--- config.mk ---
export PLATFORM = sky130hd
export DESIGN_NAME = load_store_unit
export DESIGN_NICKNAME = d
export VERILOG_FILES = /design/src/rtl/load_store_unit.sv
export SDC_FILE = /design/constraint.sdc
export NUM_CORES = 1
export LEC_CHECK = 0
export CAP_MARGIN = 30
export CELL_PAD_IN_SITES_DETAIL_PLACEMENT = 0
export CELL_PAD_IN_SITES_GLOBAL_PLACEMENT = 1
export CORE_MARGIN = 3
export CORE_UTILIZATION = 30
export DETAILED_ROUTE_END_ITERATION = 16
export MAX_ROUTING_LAYER = met4
export PLACE_DENSITY = 0.84
export RECOVER_POWER = 100
export SLEW_MARGIN = 20
export SYNTH_ARGS = -nofsm -noshare
export SYNTH_HDL_FRONTEND = slang
export SYNTH_SLANG_ARGS = --single-unit
--- constraint.sdc ---
create_clock -name clk -period 2.3 [get_ports clk]
set_input_delay 0.46 -clock clk [delete_from_list [all_inputs] [get_ports clk]]
set_output_delay 0.46 -clock clk [all_outputs]
set_load 0.005 [all_outputs]
--- src/rtl/load_store_unit.sv ---
// Load/store unit between the EX stage and the synchronous-read data Memory.
// Optional build macro LSU_STATS_EN adds saturating load/store/error counters.
`timescale 1ns/1ps
module load_store_unit #(
  parameter int unsigned DATA_WIDTH = 16,
  parameter int unsigned ADDR_WIDTH = 16,
  parameter int unsigned MEM_DEPTH  = 2048
) (
  input  logic                  clk,
  input  logic                  rst_n,
  input  logic                  req_valid,
  output logic                  req_ready,
  input  logic                  req_we,
  input  logic [1:0]            req_mode,
  input  logic [ADDR_WIDTH-1:0] req_addr,
  input  logic [DATA_WIDTH-1:0] req_wdata,
  output logic                  resp_valid,
  input  logic                  resp_ready,
  output logic [DATA_WIDTH-1:0] resp_data,
  output logic                  resp_error,
  output logic                  mem_rd,
  output logic                  mem_wn,
  output logic [ADDR_WIDTH-1:0] mem_address,
  output logic [1:0]            mem_mode,
  output logic [DATA_WIDTH-1:0] mem_write_data,
  input  logic [DATA_WIDTH-1:0] mem_read_data
`ifdef LSU_STATS_EN
  ,
  output logic [15:0]           stat_loads,
  output logic [15:0]           stat_stores,
  output logic [15:0]           stat_errors
`endif
);

  localparam int unsigned BYTE_W = 8;
  localparam int unsigned EXT_W  = DATA_WIDTH - BYTE_W;
  localparam logic [ADDR_WIDTH-1:0] DEPTH_LIM = ADDR_WIDTH'(MEM_DEPTH);
  localparam logic [1:0] MODE_WORD = 2'b00;
  localparam logic [1:0] MODE_BU   = 2'b01;
  localparam logic [1:0] MODE_BS   = 2'b10;
  localparam logic [1:0] MODE_RSVD = 2'b11;

  typedef enum logic [3:0] {
    IDLE, LD_RD, LD_CAP, ST_WR, RMW_RD, RMW_MRG, RMW_WR, ERR, RESP
  } state_t;

  state_t                state_q, state_d;
  logic                  addr0_q, addr0_d;
  logic [BYTE_W-1:0]     wbyte_q, wbyte_d;
  logic                  mem_wn_q, mem_wn_d;
  logic                  mem_rd_d, req_ready_d, resp_valid_d, resp_error_d;
  logic [ADDR_WIDTH-1:0] mem_address_d;
  logic [1:0]            mem_mode_d;
  logic [DATA_WIDTH-1:0] mem_write_data_d, resp_data_d;

  logic [ADDR_WIDTH-1:0] word_idx_c;
  logic                  req_err_c;
  logic [BYTE_W-1:0]     rd_byte_c;
  logic [DATA_WIDTH-1:0] load_fmt_c, merged_c;

  // Request decode and read-data formatting
  assign word_idx_c = ADDR_WIDTH'(req_addr[ADDR_WIDTH-1:1]);
  assign req_err_c  = (req_mode == MODE_RSVD) ||
                      ((req_mode == MODE_WORD) && req_addr[0]) ||
                      (word_idx_c >= DEPTH_LIM);
  assign rd_byte_c  = addr0_q ? mem_read_data[2*BYTE_W-1:BYTE_W] : mem_read_data[BYTE_W-1:0];
  assign merged_c   = addr0_q ? {wbyte_q, mem_read_data[BYTE_W-1:0]}
                              : {mem_read_data[2*BYTE_W-1:BYTE_W], wbyte_q};

  always_comb begin
    load_fmt_c = mem_read_data;
    case (mem_mode)
      MODE_BU: load_fmt_c = DATA_WIDTH'(rd_byte_c);
      MODE_BS: load_fmt_c = {{EXT_W{rd_byte_c[BYTE_W-1]}}, rd_byte_c};
      default: load_fmt_c = mem_read_data;
    endcase
  end

  // Next state and next values of every registered output
  always_comb begin
    state_d          = state_q;
    addr0_d          = addr0_q;
    wbyte_d          = wbyte_q;
    mem_address_d    = mem_address;
    mem_mode_d       = mem_mode;
    mem_write_data_d = mem_write_data;
    resp_data_d      = resp_data;
    resp_error_d     = resp_error;

    case (state_q)
      IDLE: begin
        if (req_valid) begin
          addr0_d          = req_addr[0];
          wbyte_d          = req_wdata[BYTE_W-1:0];
          mem_address_d    = word_idx_c;
          mem_mode_d       = req_mode;
          mem_write_data_d = req_wdata;
          resp_data_d      = '0;
          resp_error_d     = 1'b0;
          if (req_err_c)                  state_d = ERR;
          else if (!req_we)               state_d = LD_RD;
          else if (req_mode == MODE_WORD) state_d = ST_WR;
          else                            state_d = RMW_RD;
        end
      end
      LD_RD:   state_d = LD_CAP;
      LD_CAP: begin
        resp_data_d = load_fmt_c;
        state_d     = RESP;
      end
      ST_WR:   state_d = RESP;
      RMW_RD:  state_d = RMW_MRG;
      RMW_MRG: begin
        mem_write_data_d = merged_c;
        state_d          = RMW_WR;
      end
      RMW_WR:  state_d = RESP;
      ERR: begin
        resp_error_d = 1'b1;
        resp_data_d  = '0;
        state_d      = RESP;
      end
      RESP: begin
        if (resp_ready) begin
          resp_data_d  = '0;
          resp_error_d = 1'b0;
          state_d      = IDLE;
        end
      end
      default: state_d = IDLE;
    endcase

    mem_rd_d     = (state_d == LD_RD) || (state_d == RMW_RD);
    mem_wn_d     = (state_d == ST_WR) || (state_d == RMW_WR);
    req_ready_d  = (state_d == IDLE);
    resp_valid_d = (state_d == RESP);
  end

  always_ff @(posedge clk) begin
    if (!rst_n) begin
      state_q        <= IDLE;
      addr0_q        <= 1'b0;
      wbyte_q        <= '0;
      mem_rd         <= 1'b0;
      mem_wn_q       <= 1'b0;
      mem_address    <= '0;
      mem_mode       <= '0;
      mem_write_data <= '0;
      req_ready      <= 1'b1;
      resp_valid     <= 1'b0;
      resp_data      <= '0;
      resp_error     <= 1'b0;
    end else begin
      state_q        <= state_d;
      addr0_q        <= addr0_d;
      wbyte_q        <= wbyte_d;
      mem_rd         <= mem_rd_d;
      mem_wn_q       <= mem_wn_d;
      mem_address    <= mem_address_d;
      mem_mode       <= mem_mode_d;
      mem_write_data <= mem_write_data_d;
      req_ready      <= req_ready_d;
      resp_valid     <= resp_valid_d;
      resp_data      <= resp_data_d;
      resp_error     <= resp_error_d;
    end
  end

  // Write strobe is forced low for as long as reset is asserted
  assign mem_wn = mem_wn_q & rst_n;

`ifdef LSU_STATS_EN
  logic is_store_q;

  // Saturating per-type counters, bumped on each response handshake
  always_ff @(posedge clk) begin
    if (!rst_n) begin
      is_store_q  <= 1'b0;
      stat_loads  <= '0;
      stat_stores <= '0;
      stat_errors <= '0;
    end else begin
      if (req_valid && req_ready) is_store_q <= req_we;
      if (resp_valid && resp_ready) begin
        if (resp_error) begin
          if (stat_errors != '1) stat_errors <= stat_errors + 16'd1;
        end else if (is_store_q) begin
          if (stat_stores != '1) stat_stores <= stat_stores + 16'd1;
        end else begin
          if (stat_loads != '1) stat_loads <= stat_loads + 16'd1;
        end
      end
    end
  end
`endif

endmodule

==> metrics.yaml, run 1 <==
setup_path:
  critical_path_required_ps: 1840
  path_buf_inv: 2
  endpoint_kind: "output port"
  slowest_delay_ps: 520
  crit_chain: "clkdlybuf4s50_1 > and2_0 > clkdlybuf4s50_1"
  cp_top_family: "buffers and inverters"
  cp_data_arrival_time_ps: 1660
  crit_type: "input pin to output port"
  cp-start-kind: "input pin"
  critPathSlowestCell: "clkdlybuf4s50_1"
  cp_max_fo: 2
  path_common_cell: "clkdlybuf4s50_1"
place:
  gp_congestion: 0.822
  pre_cts_slack_ps: -62.8
  dp_cells: 579
  io_buffers: 108
  hpwl_um: 6370
clock_network:
  postCtsHoldBufs: 0
  clkTransAtPathRegs_ps: 70
  post_cts_buffers: 0
  ctsResizeCount: 0
  ctsHtreeMaxLevel: 3
  cts_root_buffer: "clkbuf_8"
  cts_buffer_depth: 2
  numClockSinks: 67
  cts_made_buffers: 9
  clk_latency_ps: 350
  cts_tree: "yes"
drt:
  vias: 2850
  drt-initial-drc-count: 167
  routedWlPerCell_um: 14.6
  first_pass_iters: 4
  ant_nets: 0
  routed_wirelength_um: 8720
  drc: 0
  viasPerCell: 4.78
timing:
  holdWs_ps: 455
  rsz0062_at_grt: "no"
  maxSlewHeadroom_pct: 52.4
  report.final.slew_viol_count: 0
  hold_viol: 0
  clock.fmax_mhz: 471
  final-setup-viol-count: 0
  worst_slew_pin_slew_ps: 714
  finalCritPeriodShare_pct: 92.3
  layout_setup_ws_ps: 176
  period_needed_ps: 2120
  finalClockSkew_ps: 11.2
synthesis:
  ys.flop_type: "dfxtp_1"
  synth_cell_type_count: 40
  synth-compound-area-share_pct: 21.9
  synth-async-reset-ratio_pct: 0
  synth.cell_area_um2: 2950
  yosys_warnings: 0
  syn_inst: 350
  netlist_top_cells_area: "dfxtp_1 46%, nand2_1 9.9%, mux2_2 6.1%"
  synth_top_family_by_area: "compound AO/OA/AOI/OAI gates"
  ys_seq_area_share_pct: 45.5
  synth-xor-area-share_pct: 0
  synth-seq-cells: 67
  yosysTopAreaCell: "dfxtp_1"
  avgSynthCellArea_um2: 8.42
  synth_top_area_share_pct: 45.5
  yosys.area_share.adder_pct: 0.849
  synth-simple-area-share_pct: 20.3
  syn_nets: 407
  synth.area.mux_share_pct: 6.79
  synth_edf_count: 0
layout:
  final_common_cell: "nand2_1"
  nets: 519
  layout-drive-gt1-share_pct: 12.2
  diodes: 0
  layout.cells.non_filler: 596
  area_delta_synth_final_pct: 50.6
  final_cell_mix: "78 x nand2_1, 67 x dfxtp_1, 54 x clkdlybuf4s50_1, 54 x dlygate4sd3_1, 29 x a21oi_1"
  utilization_pct: 47.1
floorplanning:
  core_region_area_um2: 9420
  die_w_um: 105
  placementRows: 35
  initial_core_util_pct: 31.3
  dieHeight_um: 105
  io-pin-count: 110
  fp.dieArea_um2: 11100
global_route:
  grt_max_degree: 33
  antenna_found_initial: 0
  gr-usage-all-layers_pct: 16.1
  grt_pass1_wl_um: 13900
  gr-total-overflow: 0
  grt_pass1_vias: 2748
worst_hold_path:
  hold_class: "flop to flop"
run:
  max-cap-violations: 0
power_and_ir_drop:
  power_leakage_nw: 1.79
  total_power_mw: 3.53
  power_density_nw_per_um2: 794
  ir_drop_uv: 366
status:
  status: "finished clean"
-- cells by family after synthesis --
| group | count (synthesis) |
|---|---|
| AND/OR/NAND/NOR | 133 |
| buffers and inverters | 31 |
| AO/OA/AOI/OAI | 98 |
| multiplexers | 18 |
| flip-flops | 67 |
| adder cells (fa/ha/maj) | 2 |
| other | 1 |
-- cell type report --
type	instances	area, um2
Clock buffer	9	124
Clock inverter	7	100
Fill cell	947	4980
Inverter	4	15.0
Multi-Input combinational cell	252	1470
Sequential cell	67	1340
Tap cell	129	161
Timing Repair Buffer	128	1220
-- metal layers --
metal  vias up  routed length [um]  GRT usage [%]  part of all wire [%]
li1       1447                   -              -                     -
met1      1292                4070           20.3                    47
met2       105                4010           24.8                    46
met3         6                 568           5.99                   6.5
met4         0                  61           3.37                  0.70
met5         -                   0              -                     0
-- cell usage after synthesis (3+ instances only) --
library cell / n
a211oi_1: 8
a21o_1: 8
a21oi_1: 29
a22oi_1: 17
a311oi_1: 8
a31oi_1: 8
buf_1: 3
buf_2: 5
clkbuf_1: 17
dfxtp_1: 67
inv_1: 4
mux2_2: 16
nand2_1: 78
nand3_1: 3
nor2_1: 26
nor2b_1: 10
o21ai_0: 12
-- state kept, by name, summed over array words and instances (netlist names) --
name	count
mem_mode	2
req_ready	1
resp_data	16
mem_write_data	16
resp_valid	1
mem_rd	1
resp_error	1
mem_address	15
state_q	4
wbyte_q	8
addr0_q	1
mem_wn_q	1
-- where the power goes --
group	switching [mW]	internal (mW)	leakage, nW
Combinational	0.488	0.511	1.14
Clock	0.487	0.617	0.102
Sequential	0.106	1.32	0.547
-- path summary, 6_finish.rpt --
kind               endpoint            from  slack [ps]  cells after the start
max                  mem_wn           rst_n         180                      3
min          mem_address[7]  mem_address[7]         450                      2
max reg2reg    resp_data[5]     mem_mode[0]         300                      7
min reg2reg  mem_address[7]  mem_address[7]         450                      2
-- stage by stage --
step / instance area, um2 / setup TNS (ps)
after floorplan: 2950 / 0
after global placement: 4230 / -35.1
after detailed placement: 4230 / -93.3
after CTS: 4450 / 0
after global routing: 4440 / 0
final: 4440 / 0
-- worst min-delay path, stage by stage, from the launching register on --
cell and delay (ps):
dfxtp_1 310, nand2_1 50, a21oi_1 50
(Power assumes the default switching activity.)
==> run 2, diff against run 1 <==
ABC_CLOCK_PERIOD_IN_PS = 2300   (was default)
CAP_MARGIN = 5   (was 30)
==> metrics.yaml, run 2 (synthesis gave the netlist of run 1 again) <==
drt:
  drc: 0  # unchanged
  routed_wirelength_um: 8770  # +0.64%
  vias: 2834  # -0.56%
  ant_nets: 0  # unchanged
  routedWlPerCell_um: 14.7  # +0.81%
  drt-initial-drc-count: 152  # -9.0%
  viasPerCell: 4.76  # -0.39%
  first_pass_iters: 7  # +3
clock_network:
  cts_root_buffer: "clkbuf_8"
  numClockSinks: 67  # unchanged
  ctsResizeCount: 0  # unchanged
  clkTransAtPathRegs_ps: 70  # about the same
  cts_made_buffers: 9  # unchanged
  cts_tree: "yes"
  clk_latency_ps: 350  # about the same
  post_cts_buffers: 0  # unchanged
  postCtsHoldBufs: 0  # unchanged
  cts_buffer_depth: 2  # unchanged
  ctsHtreeMaxLevel: 3  # unchanged
timing:
  rsz0062_at_grt: "no"
  finalCritPeriodShare_pct: 92.3  # about the same
  report.final.slew_viol_count: 0  # unchanged
  final-setup-viol-count: 0  # unchanged
  period_needed_ps: 2120  # -0.907 ps
  worst_slew_pin_slew_ps: 915  # +202 ps
  clock.fmax_mhz: 471  # about the same
  finalClockSkew_ps: 11.7  # +0.440 ps
  maxSlewHeadroom_pct: 38.8  # -14 points
  hold_viol: 0  # unchanged
layout:
  final_common_cell: "nand2_1"
  final_area_um2: 4440  # about the same
  layout.cells.non_filler: 595  # -0.17%
  top_regs: "mem_write_data (16), resp_data (16), mem_address (15)"
  area_delta_synth_final_pct: 50.5  # about the same
  layout-drive-gt1-share_pct: 12.0  # -0.19 points
  diodes: 0  # unchanged
  final_cell_mix: "78 x nand2_1, 67 x dfxtp_1, 54 x clkdlybuf4s50_1, 54 x dlygate4sd3_1, 29 x a21oi_1"
  nets: 518  # -0.19%
setup_path:
  cp_max_fo: 2  # unchanged
  reg2reg_slack_ps: 340  # +40 ps
  ff2ff_path_depth: 5  # -2
  critical_path.reg2reg.endpoint: "mem_rd"
  cp_data_arrival_time_ps: 1660  # about the same
  crit_type: "input pin to output port"
  startpoint: "rst_n"
  critical_path_required_ps: 1840  # about the same
  cp-start-kind: "input pin"
  rr_startpoint: "state_q[0]"
  crit_end: "mem_wn"
  endpoint_kind: "output port"
global_route:
  grt_pass1_vias: 2748  # unchanged
  gr-total-overflow: 0  # unchanged
  grt_max_degree: 33  # unchanged
  gr-usage-all-layers_pct: 16.1  # unchanged
  grt_pass1_wl_um: 13900  # unchanged
  antenna_found_initial: 0  # unchanged
floorplanning:
  dieHeight_um: 105  # unchanged
  core_region_area_um2: 9420  # unchanged
  io-pin-count: 110  # unchanged
  placementRows: 35  # unchanged
  initial_core_util_pct: 31.3  # unchanged
  die_w_um: 105  # unchanged
  fp.dieArea_um2: 11100  # unchanged
place:
  hpwl_um: 6370  # unchanged
  io_buffers: 108  # unchanged
  dpl_cell_area_um2: 4230  # unchanged
  dp_cells: 579  # unchanged
  gp_congestion: 0.822  # unchanged
power_and_ir_drop:
  ir_drop_uv: 366  # about the same
  power_leakage_nw: 1.78  # -0.28%
  total_power_mw: 3.53  # +0.11%
  power_density_nw_per_um2: 796  # +0.16%
status:
  status: "finished clean"
worst_hold_path:
  hold_class: "flop to flop"
run:
  max-cap-violations: 0  # unchanged
run 2: cell count changes in the layout (fill, tap and decap cells not counted), sizes merged:
| cell | delta |
|---|---|
| buf | +1 |
| clkbuf | -2 |
run 2: how the worst min path moves through the flow:
stage,startpoint,endpoint,depth (start not counted),slack (ps)
after detailed placement,mem_address[7],mem_address[7],2,450
final,mem_address[8],mem_address[8],2,460
after global routing,mem_address[7],mem_address[7],2,480
after floorplan,wbyte_q[0],wbyte_q[0],2,450
after global placement,mem_address[4],mem_address[4],2,440
after CTS,mem_address[8],mem_address[8],2,460
run 2: power by group:
group	switching, mW	total, mW	internal [mW]	leakage [nW]
Sequential	0.106	1.42	1.32	0.547
Combinational	0.494	1.01	0.511	1.13
Clock	0.485	1.10	0.617	0.102
run 2: through the flow:
stage	TNS, ps	util [%]	hold slack (ps)	setup WS [ps]
global placement	-35.1	44.9	441	-26.0
floorplan	0	-	447	464
detailed placement	-93.3	44.9	450	-62.8
finish	0	47.1	455	177
CTS	0	47.3	462	162
global route	0	47.1	475	76.7
run 2: layout make-up:
type,count,area (um2)
Sequential cell,67,1340
Clock inverter,7,100
Multi-Input combinational cell,252,1470
Timing Repair Buffer,127,1220
Fill cell,946,4980
Clock buffer,9,124
Tap cell,129,161
Inverter,4,15.0
run 2: worst max-delay path, cell delays in order:
cell and delay (ps):
clkdlybuf4s50_1 520, and2_0 170, clkdlybuf4s50_1 510
run 2: metal layers:
layer  vias up  global-route usage, %  part of all wire, %
met1      1298                   20.3                   47
met4         0                   3.37                 0.28
met3         2                   5.99                  5.3
met2        84                   24.8                   47
met5         -                      -                    0
li1       1450                      -                    -
==> run 3, diff against run 2 <==
CORE_UTILIZATION = 32   (was 30)
PLACE_DENSITY = 0.81   (was 0.84)
==> metrics.yaml, run 3 (synthesis gave the netlist of run 1 again) <==
timing:
  fin_tns_setup_ps: 0  # unchanged
  clock.fmax_mhz: 463  # -1.8%
  worst_slew_pin_slew_ps: 919  # +3.50 ps
  holdWs_ps: 451  # -4.70 ps
  finalClockSkew_ps: 12.9  # +1.22 ps
  report.final.slew_viol_count: 0  # unchanged
  final-setup-viol-count: 0  # unchanged
  rsz0062_at_grt: "no"
  maxSlewHeadroom_pct: 38.6  # -0.23 points
  hold_viol: 0  # unchanged
  layout_setup_ws_ps: 138  # -38.8 ps
  finalCritPeriodShare_pct: 94.0  # +1.7 points
  period_needed_ps: 2160  # +38.8 ps
global_route:
  busiest_layer: "met2"
  gr-total-overflow: 0  # unchanged
  grt_pass1_wl_um: 13900  # about the same
  gr-usage-all-layers_pct: 17.5  # +1.4 points
  grt.met2_usage_pct: 26.6  # +1.8 points
  antenna_found_initial: 0  # unchanged
  grt_util_met1_pct: 22.8  # +2.5 points
  grt_pass1_vias: 2733  # -0.55%
  grtUsageMet3_pct: 5.73  # -0.26 points
  grt_max_degree: 33  # unchanged
layout:
  layout-drive-gt1-share_pct: 12.0  # -0.026 points
  seqCellArea_um2: 1340  # unchanged
  nets: 519  # +0.19%
  multiInputGateArea_um2: 1470  # unchanged
  top_regs: "mem_write_data (16), resp_data (16), mem_address (15)"
  final_common_cell: "nand2_1"
  final_area_um2: 4400  # -0.87%
  utilization_pct: 49.7  # +2.6 points
  area_delta_synth_final_pct: 49.2
  diodes: 0  # unchanged
  nFillCells: 878  # -7.2%
  layout.cells.non_filler: 575  # -3.4%
  final_cell_mix: "78 x nand2_1, 67 x dfxtp_1, 55 x clkdlybuf4s50_1"
floorplanning:
  initial_core_util_pct: 33.3  # +2.0 points
  core_region_area_um2: 8850  # -6.0%
  die_w_um: 102  # -3.0%
  fp.dieArea_um2: 10400  # -5.9%
  placementRows: 34  # -2.9%
  io-pin-count: 110  # unchanged
  dieHeight_um: 102  # -3.0%
setup_path:
  cp_max_fo: 5  # +3
  crit_type: "input pin to output port"
  endpoint_kind: "output port"
  cp_data_arrival_time_ps: 1700  # +40 ps
  cp-start-kind: "input pin"
  critical_path_required_ps: 1840  # about the same
drt:
  routedWlPerCell_um: 15.0  # +1.9%
  viasPerCell: 4.98  # +4.6%
  vias: 2864  # +1.1%
  drc: 0  # unchanged
  ant_nets: 0  # unchanged
  drt-initial-drc-count: 152  # unchanged
  routed_wirelength_um: 8640  # -1.5%
  first_pass_iters: 4  # -3
status:
  status: "finished clean"
clock_network:
  cts_buffer_depth: 2  # unchanged
  cts_root_buffer: "clkbuf_8"
  post_cts_buffers: 0  # unchanged
  clkTransAtPathRegs_ps: 70  # about the same
  clk_latency_ps: 340  # about the same
  postCtsHoldBufs: 0  # unchanged
  cts_tree: "yes"
  ctsResizeCount: 0  # unchanged
  numClockSinks: 67  # unchanged
  ctsHtreeMaxLevel: 3  # unchanged
  cts_made_buffers: 9  # unchanged
place:
  pre_cts_slack_ps: -65.6  # -2.80 ps
  dpl_cell_area_um2: 4220  # -0.15%
  gp_congestion: 0.847  # +3.0%
  hpwl_um: 6370  # about the same
  io_buffers: 108  # unchanged
  dp_cells: 559  # -3.5%
worst_hold_path:
  hold_class: "flop to flop"
power_and_ir_drop:
  power_leakage_nw: 1.79  # +0.53%
  power_density_nw_per_um2: 766  # -3.7%
  total_power_mw: 3.37  # -4.6%
  ir_drop_uv: 320  # -13%
run:
  max-cap-violations: 0  # unchanged
[run 3: changes by cell type in the layout (fill, tap and decap cells not counted), sizes merged]
| cell | before | now |
|---|---|---|
| clkdlybuf4s50 | 54 | 55 |
| buf | 15 | 18 |
| inv | 6 | 4 |
| clkinvlp | 3 | 0 |
| clkinv | 0 | 4 |
| bufinv | 2 | 1 |
| dlygate4sd3 | 54 | 53 |
[run 3: worst paths after layout]
kind | startpoint | endpoint | slack (ps) | cells after the start
max | rst_n | mem_wn | 140 | 3
min | mem_address[0] | mem_address[0] | 450 | 2
max reg2reg | state_q[0] | mem_wn_q | 360 | 5
min reg2reg | mem_address[0] | mem_address[0] | 450 | 2
[run 3: critical path, stage by stage]
cell             delay [ps]
clkdlybuf4s50_1         580
and2_0                  160
clkdlybuf4s50_1         490
[run 3: routing by layer]
layer  wire length, um  up-vias
li1                  -     1456
met1              4130     1329
met2              3920       73
met3               511        6
met4                82        0
met5                 0        -
[run 3: layout make-up]
| cell class | count | share of cell area [%] |
|---|---|---|
| Clock buffer | 11 | 2.99 |
| Clock inverter | 5 | 1.22 |
| Inverter | 4 | 0.341 |
| Multi-Input combinational cell | 252 | 33.5 |
| Sequential cell | 67 | 30.5 |
| Tap cell | 108 | 3.07 |
| Timing Repair Buffer | 128 | 28.4 |
[run 3: power breakdown]
group	internal, mW	switching (mW)	total, mW
clock network	0.498	0.439	0.937
logic	0.520	0.487	1.01
registers	1.32	0.107	1.43
total	2.34	1.03	3.37
